### src/rtl/ui_input_conditioner.sv
// Pad input conditioner: resync, glitch filter, edge pulses, event FIFO.
// Ports: clk_i/rst_ni (sync low), ui_PAD2CORE in; data/rise/fall out;
// evt_* show-ahead FIFO with valid/ready, count and sticky overflow.
// Macro UI_INPUT_FILTER_EN compiles in the per-bit stability filter.
module ui_input_conditioner #(
  parameter int WIDTH       = 17,
  parameter int SYNC_STAGES = 2,
  parameter int FILT_CYCLES = 4,
  parameter int EVT_DEPTH   = 4
) (
  input  logic                           clk_i,
  input  logic                           rst_ni,
  input  logic [WIDTH-1:0]               ui_PAD2CORE,
  output logic [WIDTH-1:0]               data_o,
  output logic [WIDTH-1:0]               rise_o,
  output logic [WIDTH-1:0]               fall_o,
  output logic                           evt_valid_o,
  input  logic                           evt_ready_i,
  output logic [WIDTH-1:0]               evt_data_o,
  output logic [$clog2(EVT_DEPTH+1)-1:0] evt_count_o,
  output logic                           evt_overflow_o,
  input  logic                           evt_ovf_clr_i
);

  localparam int PW = $clog2(EVT_DEPTH);
  localparam int CW = $clog2(EVT_DEPTH+1);

  if (SYNC_STAGES < 2) begin : g_bad_sync
    $error("SYNC_STAGES must be >= 2");
  end
  if (FILT_CYCLES < 1) begin : g_bad_filt
    $error("FILT_CYCLES must be >= 1");
  end
  if (EVT_DEPTH < 2 || (1 << PW) != EVT_DEPTH) begin : g_bad_depth
    $error("EVT_DEPTH must be a power of 2, >= 2");
  end

  logic [WIDTH-1:0] sync [SYNC_STAGES];
  logic [WIDTH-1:0] s;
  logic [WIDTH-1:0] data_nx;

  always_ff @(posedge clk_i) begin
    if (!rst_ni) begin
      for (int i = 0; i < SYNC_STAGES; i++) sync[i] <= '0;
    end else begin
      sync[0] <= ui_PAD2CORE;
      for (int i = 1; i < SYNC_STAGES; i++) sync[i] <= sync[i-1];
    end
  end

  assign s = sync[SYNC_STAGES-1];

`ifdef UI_INPUT_FILTER_EN
  localparam int CNTW = $clog2(FILT_CYCLES+1);
  localparam logic [CNTW-1:0] CNT_MAX = CNTW'(FILT_CYCLES-1);

  logic [CNTW-1:0] cnt    [WIDTH];
  logic [CNTW-1:0] cnt_nx [WIDTH];

  // A bit only follows s after FILT_CYCLES consecutive disagreements.
  always_comb begin
    data_nx = data_o;
    cnt_nx  = cnt;
    for (int i = 0; i < WIDTH; i++) begin
      if (s[i] == data_o[i]) begin
        cnt_nx[i] = '0;
      end else if (cnt[i] == CNT_MAX) begin
        data_nx[i] = s[i];
        cnt_nx[i]  = '0;
      end else begin
        cnt_nx[i] = cnt[i] + 1'b1;
      end
    end
  end

  always_ff @(posedge clk_i) begin
    if (!rst_ni) begin
      for (int i = 0; i < WIDTH; i++) cnt[i] <= '0;
    end else begin
      cnt <= cnt_nx;
    end
  end
`else
  assign data_nx = s;
`endif

  always_ff @(posedge clk_i) begin
    if (!rst_ni) begin
      data_o <= '0;
      rise_o <= '0;
      fall_o <= '0;
    end else begin
      data_o <= data_nx;
      rise_o <= data_nx & ~data_o;
      fall_o <= ~data_nx & data_o;
    end
  end

  logic [WIDTH-1:0] mem [EVT_DEPTH];
  logic [PW-1:0]    wptr;
  logic [PW-1:0]    rptr;
  logic             push;
  logic             pop;
  logic             full;
  logic             accept;

  assign push   = (data_nx != data_o);
  assign pop    = evt_valid_o & evt_ready_i;
  assign full   = (evt_count_o == CW'(EVT_DEPTH));
  // A pop frees the head slot, so a push is taken even when full.
  assign accept = push & (~full | pop);

  assign evt_valid_o = (evt_count_o != '0);
  assign evt_data_o  = mem[rptr];

  always_ff @(posedge clk_i) begin
    if (!rst_ni) begin
      for (int i = 0; i < EVT_DEPTH; i++) mem[i] <= '0;
      wptr           <= '0;
      rptr           <= '0;
      evt_count_o    <= '0;
      evt_overflow_o <= 1'b0;
    end else begin
      if (accept) begin
        mem[wptr] <= data_nx;
        wptr      <= wptr + 1'b1;
      end
      if (pop) rptr <= rptr + 1'b1;
      if (accept & ~pop) begin
        evt_count_o <= evt_count_o + CW'(1);
      end else if (pop & ~accept) begin
        evt_count_o <= evt_count_o - CW'(1);
      end
      if (evt_ovf_clr_i) begin
        evt_overflow_o <= 1'b0;
      end else if (push & ~accept) begin
        evt_overflow_o <= 1'b1;
      end
    end
  end

endmodule

### config.mk
export PLATFORM = sky130hd
export DESIGN_NAME = ui_input_conditioner
export DESIGN_NICKNAME = d
export VERILOG_FILES = /design/src/rtl/ui_input_conditioner.sv
export SDC_FILE = /design/constraint.sdc
export NUM_CORES = 1
export LEC_CHECK = 0
export BUFFER_PORTS_ARGS = -buffer_cell sky130_fd_sc_hd__buf_2
export CORE_MARGIN = 4
export CORE_UTILIZATION = 55
export CTS_BUF_LIST = sky130_fd_sc_hd__clkbuf_8
export CTS_CLUSTER_DIAMETER = 40
export DETAILED_ROUTE_END_ITERATION = 10
export PLACE_DENSITY = 0.75
export SETUP_SLACK_MARGIN = 0.2
export SLEW_MARGIN = 0
export SYNTH_ARGS = -nofsm -noshare
export SYNTH_HDL_FRONTEND = slang
export SYNTH_SLANG_ARGS = --single-unit
export TNS_END_PERCENT = 30
### constraint.sdc
create_clock -name clk_i -period 3.71 [get_ports clk_i]
set_clock_uncertainty 0.2 [all_clocks]
set_input_delay 0.1855 -clock clk_i [delete_from_list [all_inputs] [get_ports clk_i]]
set_output_delay 0.1855 -clock clk_i [all_outputs]
set_load 0.02 [all_outputs]
# After elaboration in Yosys (flattened, before gate mapping)
# Memories as Yosys holds them, arrays and structs flattened. A register that Yosys moved wholly into a read port is not among the register bits.
# Cells that the tools add are included.
# word_totals
ff_bits,59
mem_bits_rw,102
elab_cells,49
mem_count,2
# op_classes
add_sub_neg,4
eq_ne,2
n_mux,14
bitwise,16
n_reduce_logical,4
# mem_list
name,words,width,read_ports,rd_clocked_by_memory_dff,wr,line_no,text
mem,4,17,1,1,4,99,logic [WIDTH-1:0] mem [EVT_DEPTH];
sync,2,17,2,0,2,38,logic [WIDTH-1:0] sync [SYNC_STAGES];
# ops
operator,n
two-way mux 17 bit,3
AND 17 bit,2
inverter 17 bit,2
!= test 17 bit,1
OR reduction 17 bit,1
two-way mux 1 bit,6
two-way mux 2 bit,3
two-way mux 3 bit,2
AND 1 bit,5
adder 2 x 1 -> 2 bit (second input constant),2
inverter 1 bit,4
adder 3 x 1 -> 3 bit (second input constant),1
== test 3 bit (second input constant),1
bitwise OR 1 bit,3
nonzero test 3 bit,1
subtractor 3 x 1 -> 3 bit (second input constant),1
nonzero test 2 bit,1
OR reduction 2 bit,1

# Depth between registers and ports, before layout
# logic_depth
ltp_word,9
depth_mapped,13
ltp_nobuf,12

# Worst setup path before layout
# Ideal clock, no wire load.
# synth_timing
path_kind,reg2reg
start,register data_o[13]
end,memory mem[0][0] (enable)
setup_time_ns,0.418
arrival_time_ns,2.780
path_slack_ns,0.312
stages_incl_launch_ff,7
period_less_slack_ns,3.398
path_cell_list,dfxtp_1 > inv_1 > ha_1 > and4_1 > nand4_1 > o21ai_0 > o31ai_1
# synth_rtl
element,line_no,text
"start, declared",14,"output logic [WIDTH-1:0] data_o,"
"start signal, assigned",93,data_o <= data_nx;
"end, declared",99,

# Worst setup path in the final report
# layout_timing
start,register data_o[13]
end,register evt_count_o[2]
# layout_between
elab_chain_cells,5
# layout_lines
element,line_no,text
!= test 17 bit (*),107,assign push = (data_nx != data_o);
AND 1 bit (*),111,assign accept = push & (~full | pop);
net accept,105,logic accept;
inverter 1 bit,131,end else if (pop & ~accept) begin
AND 1 bit,131,
nonzero test 2 bit (no source line),--,
"end signal, assigned",130,evt_count_o <= evt_count_o + CW'(1);
"end signal, assigned",132,evt_count_o <= evt_count_o - CW'(1);
"end, declared",20,"output logic [$clog2(EVT_DEPTH+1)-1:0] evt_count_o,"
# The timed path passes the listed nets; every way through them passes the cells marked *.
# A chain may end at the register's enable or synchronous reset.

==> flow_summary.json <==
{
  "startpoint": "data_o[13]$_SDFF_PN0_",
  "netlist_instances": 486,
  "antenna_found_initial": 0,
  "yosysWarnings": 0,
  "worst_slack_ns": 0.617,
  "slew_violations": 0,
  "clkLatencyLatePin_ns": 0.45,
  "cts_max_path_buffers": 2,
  "switching_share": 0.312,
  "synth_top_area_frac": 0.328,
  "core_region_area_mm2": 0.0110,
  "synthTopCellsByArea": "edfxtp_1 33%, dfxtp_1 31%, ha_1 7.0%, and2_1 6.8%, mux4_2 6.1%",
  "synth.avg_cell_area_um2": 12.8,
  "pre_cts_slack_ns": 0.634,
  "critPathKind": "reg2reg",
  "rr_worst_depth": 13,
  "ys.flop_type": "dfxtp_1",
  "hold_viol_final": 0,
  "syn_nets": 543,
  "path_clk_slew_ns": 0.08,
  "pwr-share-clk": 0.265,
  "synth_edf_count": 68,
  "post_drt_wl_per_cell_um": 16.7,
  "fin_crit_ns": 3.09,
  "comb_power_share": 0.229,
  "end_kind": "flip-flop",
  "status": "completed",
  "seqPwrFrac": 0.505,
  "top_level_ports": 94,
  "ys_ff_latch": 163,
  "first_global_vias": 3755,
  "worstPathRequired_ns": 3.89,
  "dp_hpwl_um": 8470,
  "first_pass_iters": 4,
  "rows": 38,
  "die_h_um": 114,
  "antenna_cells": 0,
  "htreeDepth": 4,
  "slew_headroom": 0.426,
  "grt_pass1_wl_um": 19800,
  "cts_tree": "yes",
  "crit_family": "adder cells",
  "overflow": 0,
  "cp_slowest_cell": "fa_1",
  "num-nets-final": 654,
  "async_flop_share": 0,
  "dieArea_mm2": 0.0131,
  "setup_viol_count_final": 0,
  "synth_most_common_cell": "dfxtp_1",
  "irDropWorstVdd_mv": 0.329,
  "timing.fmax_ghz": 0.323,
  "crit_top_cell": "inv_1",
  "worst-path-buf-inv": 4,
  "yosysTopAreaCell": "edfxtp_1",
  "drtAntennaViolNets": 0,
  "numCtsBuffers": 17,
  "synthTopCellsByCount": "95 x dfxtp_1, 68 x and2_1, 68 x edfxtp_1",
  "worstMarginPinSlew_ns": 0.858,
  "viasPerCell": 5.13,
  "hp-class": "in2reg",
  "clock-sinks": 163,
  "syn-cell-area_mm2": 0.00623,
  "pwr_density_cell_mw_per_mm2": 605,
  "min_from": "rst_ni",
  "drtIter0Drc": 213,
  "die_w_um": 114,
  "grt_setup_unrepaired": "no",
  "fin_crit_sh": 0.834,
  "reg2reg_to": "evt_count_o[2]$_SDFFE_PN0P_",
  "worstSetupStartpointType": "flip-flop",
  "drive_above_1_share": 0.251,
  "setup_tns_ns": 0,
  "gp_congestion": 0.791,
  "grt_usage": 0.205,
  "root_buffer": "clkbuf_8",
  "path_max_fanout": 8,
  "min_path_cells": 3,
  "p_leak_nw": 3.14,
  "grt_max_degree": 79,
  "io_buffers": 93,
  "power.internal_mw": 3.07,
  "drc": 0,
  "cap_violations": 0,
  "rrSetupSlack_ns": 0.62,
  "syn_to_final_growth_pct": 18.3,
  "critical-path-max-stage-delay_ns": 0.38,
  "seq_area_frac_synth": 0.633,
  "power_switching_mw": 1.39,
  "p_total_mw": 4.46,
  "yosys.cell_types.count": 37,
  "nFillCells": 819,
  "drt_wl_total_um": 12600,
  "vias": 3848,
  "cp.arrival_ns": 3.27,
  "hold_end": "data_o[7]$_SDFF_PN0_",
  "r2r_start": "data_o[13]$_SDFF_PN0_",
  "cp_cell_sequence": "inv_1 -> ha_1 -> and4_1 -> nand4_1 -> o21ai_0 -> buf_4 -> inv_1 -> ha_1 -> inv_1 -> fa_1 -> xor2_1 -> or3_1 -> a21oi_1",
  "start_util": 0.567
}
-- worst max path at each step --
| stage | to | cells past startpoint | slack [ns] |
|---|---|---|---|
| final | evt_count_o[2]$_SDFFE_PN0P_ | 13 | 0.62 |
| after global placement | evt_count_o[2]$_SDFFE_PN0P_ | 13 | 0.76 |
| after floorplan | mem[0][0]$_SDFFCE_PN0P_ | 6 | 0.31 |
| after global routing | evt_count_o[2]$_SDFFE_PN0P_ | 13 | 0.43 |
| after CTS | evt_count_o[2]$_SDFFE_PN0P_ | 13 | 0.61 |
| after detailed placement | evt_count_o[2]$_SDFFE_PN0P_ | 13 | 0.63 |
-- through the flow --
step / std cells / utilization / hold WS, ns / cell area (µm²)
after CTS: 750 / 0.671 / 0.0317 / 7370
after global routing: 750 / 0.671 / 0.0572 / 7370
final: 750 / 0.671 / 0.0531 / 7370
after detailed placement: 699 / 0.620 / 0.194 / 6810
after floorplan: 486 / - / 0.0871 / 6230
after global placement: 699 / 0.620 / 0.191 / 6810
-- kinds of logic after synthesis --
kind of cell    Yosys count  synth area share
compound gates           14            0.0173
xor+xnor                  4           0.00562
fa+ha+maj                36            0.0735
buf+inv                  67            0.0456
flops                   163             0.633
mux                      18            0.0630
simple gates            184             0.162
-- worst register-to-register path: stages, from the launching register on --
cell and delay [ns]:
dfxtp_1 0.36, inv_1 0.05, ha_1 0.28, and4_1 0.20, nand4_1 0.30, o21ai_0 0.17, buf_4 0.17, inv_1 0.05
ha_1 0.17, inv_1 0.06, fa_1 0.38, xor2_1 0.16, or3_1 0.31, a21oi_1 0.15
-- cell usage in the layout (no fill, tap or decap), types with 4 or more instances in the layout --
cell type       n
buf_2          93
buf_4           9
mux4_2         17
nor4_1         17
dlygate4sd3_1  19
clkbuf_8       17
nor2_1         43
nor3_1         19
and2_1         68
and3_1         17
xor2_1          4
ha_1           35
clkinvlp_4      5
inv_1          37
nand2_1         7
edfxtp_1       68
dfxtp_1        95
-- power groups by stage --
stage	Sequential (mW)	Combinational [mW]	Clock (mW)
2_1_floorplan	2.28	0.714	0
3_3_place_gp	2.28	1.00	0
3_5_place_dp	2.29	1.02	0
4_1_cts	2.25	1.04	1.20
5_1_grt	2.27	1.11	1.30
6_report	2.25	1.02	1.18
-- registers in the layout, indices dropped and copies added, names as in the netlist, named ones only --
register and count:
data_o 17, rise_o 17, sync 34, evt_overflow_o 1, rptr 2, fall_o 17
wptr 2, mem 68, evt_count_o 3
-- cell type report --
class                           instances  area [µm²]  area share
Inverter                               38         143      0.0194
Clock inverter                         15         134      0.0182
Tap cell                              140         175      0.0238
Multi-Input combinational cell        256        2020       0.274
Sequential cell                       163        3940       0.535
Timing Repair Buffer                  121         723      0.0981
Clock buffer                           17         234      0.0317
-- what timing repair did --
item / 4_1_cts / 5_1_grt
buffers inserted: 0 / 0
hold endpoints to repair: 22 / 0
hold buffers: 19 / 0
resized for setup: 0 / 0
-- metal layers --
| layer | up-vias | track usage | wire, µm |
|---|---|---|---|
| met3 | 14 | 0.0592 | 850 |
| li1 | 1895 | - | - |
| met2 | 123 | 0.309 | 5890 |
| met4 | 0 | 0.0705 | 184 |
| met1 | 1816 | 0.285 | 5630 |
| met5 | - | 0 | 0 |
No activity file was read; power rests on OpenSTA's default activity.
